==> src/rtl/rf_scoreboard_pkg.sv <==
// Shared core definitions for the register file scoreboard: default sizes and a
// constant-evaluable ceiling log2.
package rf_scoreboard_pkg;

  localparam int XLEN_DEF = 32;
  localparam int NREG_DEF = 32;

  function automatic int clog2(input int n);
    int r;
    r = 0;
    while ((1 << r) < n) r++;
    return r;
  endfunction

endpackage

==> src/rtl/rf_busy_table.sv <==
// Busy-bit scoreboard: tracks registers with an outstanding writeback, grants
// destination allocations and keeps a registered count of busy registers.
module rf_busy_table
  import rf_scoreboard_pkg::*;
#(
  parameter int NREG    = NREG_DEF,
  parameter int NRP     = 2,
  parameter int ZERO_R0 = 1,
  localparam int AW     = clog2(NREG)
) (
  input  logic              clk,
  input  logic              rst,
  input  logic [NRP*AW-1:0] raddr,
  output logic [NRP-1:0]    rbusy,
  input  logic              we,
  input  logic [AW-1:0]     waddr,
  input  logic              alloc_valid,
  input  logic [AW-1:0]     alloc_addr,
  output logic              alloc_ready,
  input  logic              flush,
  output logic [AW:0]       busy_cnt
);

  localparam logic ZR = (ZERO_R0 != 0);

  logic [NREG-1:0] busy_q, busy_d;
  logic [AW:0]     cnt_d;
  logic            alloc_zero, do_alloc, do_clear, cnt_inc, cnt_dec;

  // Handshake: an allocation happens on an edge where alloc_valid && alloc_ready;
  // alloc_ready depends only on current state and same-cycle writeback/flush,
  // never on alloc_valid, and a held request without ready changes nothing.
  assign alloc_zero  = ZR && (alloc_addr == '0);
  assign alloc_ready = !flush &&
                       (alloc_zero || !busy_q[alloc_addr] || (we && (waddr == alloc_addr)));
  assign do_alloc    = alloc_valid && alloc_ready && !alloc_zero;
  // A same-register allocation wins over the writeback clear.
  assign do_clear    = we && busy_q[waddr] && !(do_alloc && (alloc_addr == waddr));
  assign cnt_inc     = do_alloc && !busy_q[alloc_addr];
  assign cnt_dec     = do_clear;

  always_comb begin
    busy_d = busy_q;
    cnt_d  = busy_cnt;
    if (flush) begin
      busy_d = '0;
      cnt_d  = '0;
    end else begin
      if (do_clear) busy_d[waddr] = 1'b0;
      if (do_alloc) busy_d[alloc_addr] = 1'b1;
      cnt_d = busy_cnt + {{AW{1'b0}}, cnt_inc} - {{AW{1'b0}}, cnt_dec};
    end
  end

  always_ff @(posedge clk) begin
    if (rst) begin
      busy_q   <= '0;
      busy_cnt <= '0;
    end else begin
      busy_q   <= busy_d;
      busy_cnt <= cnt_d;
    end
  end

  for (genvar i = 0; i < NRP; i++) begin : g_rbusy
    logic [AW-1:0] a;
    assign a        = raddr[i*AW +: AW];
    assign rbusy[i] = busy_q[a] && !(we && (waddr == a)) && !(ZR && (a == '0));
  end

endmodule

==> src/rtl/rf_scoreboard.sv <==
// Register file with combinational write bypass and an attached busy-bit
// scoreboard for destination allocation.
module rf_scoreboard
  import rf_scoreboard_pkg::*;
#(
  parameter int XLEN    = XLEN_DEF,
  parameter int NREG    = NREG_DEF,
  parameter int NRP     = 2,
  parameter int ZERO_R0 = 1,
  localparam int AW     = clog2(NREG)
) (
  input  logic                clk,
  input  logic                rst,
  input  logic [NRP*AW-1:0]   raddr,
  output logic [NRP*XLEN-1:0] rdata,
  output logic [NRP-1:0]      rbusy,
  input  logic                we,
  input  logic [AW-1:0]       waddr,
  input  logic [XLEN-1:0]     wdata,
  input  logic                alloc_valid,
  input  logic [AW-1:0]       alloc_addr,
  output logic                alloc_ready,
  input  logic                flush,
  output logic [AW:0]         busy_cnt
);

  localparam logic ZR = (ZERO_R0 != 0);

  logic [XLEN-1:0] regs_q [NREG];
  logic            wr_en;

  assign wr_en = we && !(ZR && (waddr == '0));

  always_ff @(posedge clk) begin
    if (rst) begin
      for (int k = 0; k < NREG; k++) regs_q[k] <= '0;
    end else if (wr_en) begin
      regs_q[waddr] <= wdata;
    end
  end

  for (genvar i = 0; i < NRP; i++) begin : g_read
    logic [AW-1:0] a;
    assign a = raddr[i*AW +: AW];
    // Register 0 reads as zero even when the bypass matches it.
    assign rdata[i*XLEN +: XLEN] = (ZR && (a == '0))       ? '0    :
                                   (we && (waddr == a))    ? wdata :
                                                             regs_q[a];
  end

  rf_busy_table #(
    .NREG    (NREG),
    .NRP     (NRP),
    .ZERO_R0 (ZERO_R0)
  ) u_busy (
    .clk         (clk),
    .rst         (rst),
    .raddr       (raddr),
    .rbusy       (rbusy),
    .we          (we),
    .waddr       (waddr),
    .alloc_valid (alloc_valid),
    .alloc_addr  (alloc_addr),
    .alloc_ready (alloc_ready),
    .flush       (flush),
    .busy_cnt    (busy_cnt)
  );

endmodule

==> config.mk <==
export PLATFORM = sky130hd
export DESIGN_NAME = rf_scoreboard
export DESIGN_NICKNAME = d
export VERILOG_FILES = /design/src/rtl/rf_scoreboard_pkg.sv /design/src/rtl/rf_busy_table.sv /design/src/rtl/rf_scoreboard.sv
export SDC_FILE = /design/constraint.sdc
export NUM_CORES = 2
export LEC_CHECK = 0
export BUFFER_PORTS_ARGS = -buffer_cell sky130_fd_sc_hd__buf_2
export CORE_ASPECT_RATIO = 1.5
export CORE_MARGIN = 5
export CORE_UTILIZATION = 40
export CTS_BUF_LIST = sky130_fd_sc_hd__clkbuf_4 sky130_fd_sc_hd__clkbuf_8
export DETAILED_ROUTE_END_ITERATION = 6
export PLACE_DENSITY_LB_ADDON = 0.12
export RECOVER_POWER = 25
export REMOVE_ABC_BUFFERS = 1
export SLEW_MARGIN = 30
export SYNTH_ARGS = -nofsm -noshare
export SYNTH_HDL_FRONTEND = slang
export SYNTH_HIERARCHICAL = 1
export SYNTH_SLANG_ARGS = --single-unit
==> constraint.sdc <==
create_clock -name clk -period 3.27 [get_ports clk]
set_input_delay 0 -clock clk [delete_from_list [all_inputs] [get_ports clk]]
set_output_delay 0 -clock clk [all_outputs]
set_load 0.05 [all_outputs]
# Word-level counts from Yosys, hierarchy flattened
# Memory sizes are Yosys's and may differ from the RTL's.
# Index checks and enable logic that the tools add are counted.
[word_totals]
ff_bits = 38
mem_bits_rw = 1024
input_bits = 57
output_inout_bits = 73
wordCells = 79
memories = 1
[op_classes]
add_sub_neg = 2
magnitude_cmp = 6
eq_ne = 4
n_mux = 27
bitwise = 3
reduce_logical = 34
[mem_list]
columns = ["name", "depth", "width", "rd", "rd_clocked_by_memory_dff", "write_ports", "line", "text"]
rows = [
  ["regs_q", 32, 32, 2, 0, 32, "rf_scoreboard.sv:29", "logic [XLEN-1:0] regs_q [NREG];"],
]
[ops]
columns = ["op", "n"]
rows = [
  ["32-bit 2-to-1 mux", 8],
  ["32-bit AND", 1],
  ["32-bit NOT", 1],
  ["32-bit bitwise OR", 1],
  ["32-bit OR reduction", 1],
  ["5-bit by 6-bit < comparator with 1-bit output (second input constant)", 4],
  ["1-bit binary-select mux with 5-bit select", 4],
  ["5-bit equality test", 4],
  ["5-bit zero test", 4],
  ["1-bit logical AND", 17],
  ["1-bit 2-to-1 mux", 12],
  ["1-bit demux with 5-bit select", 2],
  ["5-bit by 1-bit greater-or-equal comparator with 1-bit output (second input constant)", 2],
  ["1-bit zero test", 9],
  ["6-bit by 1-bit adder with 6-bit output", 1],
  ["6-bit by 1-bit subtractor with 6-bit output", 1],
  ["5-bit 2-to-1 mux", 1],
  ["1-bit logical OR", 2],
  ["2-bit OR reduction", 1],
]

# Longest topological paths before layout
[depth]
depth_word = 15
ltp_mapped = 18
mapped_depth_nobuf = 15

# By module
# Netlist, hierarchy kept.
[by_module_without_submodules]
columns = ["mod", "instances", "cells_per_inst", "area_per_inst_um2", "seq_area_each_um2"]
rows = [
  ["rf_scoreboard", 1, 3740, 54722.5, 30749.5],
  ["rf_busy_table", 1, 360, 3389.5, 760.7],
]

# Worst setup path before layout
# Ideal clock, no wire load.
[synth_path]
kind = "flip-flop to flip-flop"
startpoint = "register u_busy.busy_q[30]"
endpoint = "register u_busy.busy_cnt[4]"
setup_time_ps = 120
arrival_time_ps = 2801
required_time_ps = 3150
path_slack_ps = 349
path_stages_with_launch = 17
path_buffers = 1
period_less_slack_ps = 2921
path_cell_list = "dfxtp_1 > mux4_2 > and4b_1 > a221oi_2 > and4_1 > buf_6 > nor2b_1 > ha_1 > inv_1 > ha_1 > inv_1 > fa_1 > inv_1 > a21o_1 > a21oi_1 > xor2_1 > nor2_1"
[synth_between]
elab_chain_cells = 12
word_cells_on_any_way = 17
cone_classes = "2 x add/sub; 4 x mux; 11 x reduce/logical"
[synth_rtl]
columns = ["element", "line", "text"]
rows = [
  ["start: declaration", "rf_busy_table.sv:26", "logic [NREG-1:0] busy_q, busy_d;"],
  ["start signal: assignment", "rf_busy_table.sv:60", "busy_q <= busy_d;"],
  ["branches (longest 11 deep; another with 6-bit by 1-bit adder with 6-bit output)", "--", ""],
  ["6-bit by 1-bit subtractor with 6-bit output *", "rf_busy_table.sv:51", "cnt_d = busy_cnt + {{AW{1'b0}}, cnt_inc} - {{AW{1'b0}}, cnt_dec};"],
  ["end signal: assignment", "rf_busy_table.sv:61", "busy_cnt <= cnt_d;"],
  ["end: declaration", "rf_busy_table.sv:21", "output logic [AW:0] busy_cnt"],
]
# Every way passes the cells marked *. The select of a mux whose other input is x is not followed.
# A chain may end at the register's enable or synchronous reset.

# Final worst setup path
[layout_path]
startpoint = "input port waddr[4]"
endpoint = "output port rdata[15]"
[layout_between]
elab_chain_cells = 4
[layout_rtl]
columns = ["element", "line", "text"]
rows = [
  ["start: declaration", "rf_scoreboard.sv:18", "input logic [AW-1:0] waddr,"],
  ["5-bit equality test", "rf_scoreboard.sv:47", "(we && (waddr == a)) ? wdata :"],
  ["1-bit logical AND", "rf_scoreboard.sv:47", ""],
  ["32-bit 2-to-1 mux", "rf_scoreboard.sv:47", ""],
  ["32-bit 2-to-1 mux", "rf_scoreboard.sv:46", "assign rdata[i*XLEN +: XLEN] = (ZR && (a == '0)) ? '0 :"],
  ["end: declaration", "rf_scoreboard.sv:15", "output logic [NRP*XLEN-1:0] rdata,"],
]
# No other way between the ends.

==> summary.md <==
| Metric | Value |
|---|---|
| Post-route ant nets | 0 |
| Fin. max-slew vios | 148 |
| Failing checks | max-capacitance violations, max-slew violations |
| GR peak layer | met2 |
| Die boundary height | 476.8 um |
| First-pass GRT wire length | 321800 um |
| CTS tree | built |
| Top-Level Pins | 130 |
| Part of the cycle the worst path needs | 99.11% |
| Final setup violation count | 0 |
| Slew @ Worst Pin | 1805 ps |
| Skew final | 38.23 ps |
| Power density over the cells | 495.4 nW/um^2 |
| Total number of vias | 39880 |
| TritonRoute pass-1 iters | 5 |
| Leading cell type by number of instances after synthesis | sky130_fd_sc_hd__edfxtp_1 |
| Initial antenna violation count | 26 |
| Setup repair after global routing missed its margin | no |
| Final Hold Slack | 8.859 ps |
| Placement Setup Slack | 222.2 ps |
| Total half-perimeter wirelength after legalization and detailed placement | 140600 um |
| Sequential share of the synthesized area | 54.22% |
| Cell chosen for the clock root | sky130_fd_sc_hd__clkbuf_8 |
| Nets | 4355 |
| Finished Layout Cells | 6337 |
| Critical-path maximum fanout | 20 |
| Area of the die | 153200 um^2 |
| Summed area of non-filler cells in the final layout | 66010 um^2 |
| Highest achievable clock rate | 308.5 MHz |
| Fraction of synthesized cell area taken by the top area cell type | 52.91% |
| Setup CP Type | in -> out |
| Overall Global Routing Usage | 29.91% |
| Filler cell count in the final layout | 13050 |
| Met3 Resource Use GR | 4.691% |
| Number of buffers added by the clock tree synthesis step | 173 |
| Clock net sink count | 1062 |
| Gr ovfl total | 0 |
| H-tree levels | 4 |
| Max-cap violation count | 8 |
| Core region area | 144600 um^2 |
| Count of input and output buffers | 129 |
| Area growth syn-to-layout | 13.59% |
| Syn Inst Count | 4100 |
| Violation count after the first detailed-route iteration | 4770 |
| Area used by sequential logic in the layout | 31510 um^2 |
| Met1 capacity usage during global routing | 36.62% |
| Final hold violations | 0 |
| Endpoint class of the critical path | output port |
| Effective utilization at floorplan | 40.18% |
| Largest net degree at the start of global routing | 56 |
| Floorplan row count | 171 |
| Largest vdd supply drop | 0.4245 mV |
| Footprint of the multi-input gates | 24920 um^2 |
| Via count of the first global-routing pass | 40720 |
| Clock-pin slew reported for the worst setup and hold paths after clock tree synthesis | 60 ps |
| Drt drc | 0 |
| Routed wire length per instance | 36.80 um |
| Per-instance average area after synthesis | 14.17 um^2 |
| Result of the run | finished, violations left |
| Total number of yosys warnings | 6 |
| Post-Syn Area | 58110 um^2 |
| Final Critical Period | 3241 ps |
| Final setup margin | 28.98 ps |
| Total negative slack | 0 ps |
| Most numerous cell types in the synthesized netlist | sky130_fd_sc_hd__edfxtp_1, sky130_fd_sc_hd__and2_1, sky130_fd_sc_hd__mux4_2 |
| Post-synthesis cell type count | 67 |
| Data arrival, critical path | 3240 ps |
| Buffer depth of the longest clock path | 3 |
| Required time of the worst setup path | 3270 ps |
| Number of placed instances with taps included | 5959 |
| Met2 demand-to-capacity share in global routing | 51.00% |
| Post-detailed-placement cell area | 62250 um^2 |
| Via density per instance | 6.294 |
| Number of synthesized register bits | 1062 |
| Largest area contributor in the netlist | sky130_fd_sc_hd__edfxtp_1 |
| Max_slew headroom | -20.36% |
| Startpoint types | input pin |
| Number of enable-type register cells in the synthesized netlist | 1024 |
| Worst Reg2Reg Path Length in Cells | 14 |
| Clock latency at the later pin of the worst-skew pair | 940 ps |
| Synth top area cells | sky130_fd_sc_hd__edfxtp_1, sky130_fd_sc_hd__mux4_2, sky130_fd_sc_hd__and2_1 |
| Worst Hold Path Cells | 8 |
| Routed WL | 233200 um |
| Fraction of final layout cells sized beyond drive strength 1 | 26.13% |
| Worst min-delay path category | in -> reg |
| Static leakage | 0.02343 uW |
| Final RePlAce weighted congestion | 0.8636 |
| Synth Flop Type | sky130_fd_sc_hd__edfxtp_1 |
| Width of the die | 321.2 um |
| Fraction of registers with async set/reset | 0% |
## area by class of cell
type / instances / area share (%)
Antenna cell: 6 / 0.02275
Multi-Input combinational cell: 2606 / 37.76
Clock inverter: 63 / 0.5781
Clock buffer: 249 / 4.528
Inverter: 14 / 0.07961
Tap cell: 1903 / 3.607
Timing Repair Buffer: 434 / 5.683
Sequential cell: 1062 / 47.74
## registers in the layout, indices dropped and copies added (netlist names)
name and cells:
regs_q 1024, u_busy/busy_cnt 6, u_busy/busy_q 32
## power breakdown
group	internal (uW)	switching, uW	total, uW
sequential	15600	366	16000
combinational	1820	3140	4950
clock	5980	5760	11700
## path summary, 6_finish.rpt
path,slack (ps),startpoint,end
setup / recovery,30,waddr[4],rdata[15]
hold reg to reg,470,u_busy/busy_q[0],u_busy/busy_q[0]
hold / removal,9,alloc_addr[2],u_busy/busy_q[1]
setup reg to reg,270,u_busy/busy_q[26],u_busy/busy_cnt[5]
## kinds of logic after synthesis
logic type	Yosys count	synth area share (%)
other	1	0.006453
and+or+nand+nor	1257	13.01
buffers and inverters	463	3.505
AOI/OAI and AO/OA	556	7.325
xor gates and xnor gates	30	0.4521
muxes	724	21.31
DFF	1062	54.22
adders and majority gates	7	0.1636
## routing by layer
metal | wire (um) | share of wire, %
met1 | 86030 | 37
met2 | 116700 | 50
met3 | 16240 | 7.0
met4 | 14220 | 6.1
met5 | 13 | 0.0056
## per-stage QoR
stage,utilization (%),power [uW]
after floorplan,-,18660
after global placement,43.04,21140
after detailed placement,43.04,21180
after CTS,45.81,32880
after global routing,45.63,33700
final,45.64,32700
## timing repair
| action | CTS | global route |
|---|---|---|
| gates resized for setup | 4 | 11 |
| hold endpoints to repair | 1043 | 0 |
| setup buffers | 0 | 0 |
| setup endpoints to repair | 3 | 7 |
| hold buffers | 62 | 0 |
| pin swaps | 0 | 1 |
## critical path, cell delays in order
cell,delay [ps]
sky130_fd_sc_hd__dlygate4sd3_1,510
sky130_fd_sc_hd__buf_2,110
sky130_fd_sc_hd__buf_4,180
sky130_fd_sc_hd__buf_4,290
sky130_fd_sc_hd__xnor2_1,110
sky130_fd_sc_hd__nand4_1,190
sky130_fd_sc_hd__or2_2,460
sky130_fd_sc_hd__buf_4,210
sky130_fd_sc_hd__o21ai_0,150
sky130_fd_sc_hd__a31oi_1,780
sky130_fd_sc_hd__buf_12,230
## cell usage in the layout (no fill, tap or decap), drive strengths merged, types with 7 or more instances in the layout
cell type	count
dlygate4sd3	60
mux2	7
clkbuf	290
clkinv	52
a32oi	9
or2	34
o22ai	43
a2111oi	24
buf	333
xor2	16
conb	32
dfxtp	38
a221o	13
a31oi	12
nor2	58
nor2b	13
mux4	410
a22oi	138
nand3b	8
a22o	55
o31ai	35
nor3	8
edfxtp	1024
o211ai	39
a211oi	8
nand2	52
o221a	18
o21ai	13
nand4	10
mux2i	307
a21oi	82
nand3	46
xnor2	14
and2	1001
o221ai	44
inv	19
Power figures use the tool's default switching activity.
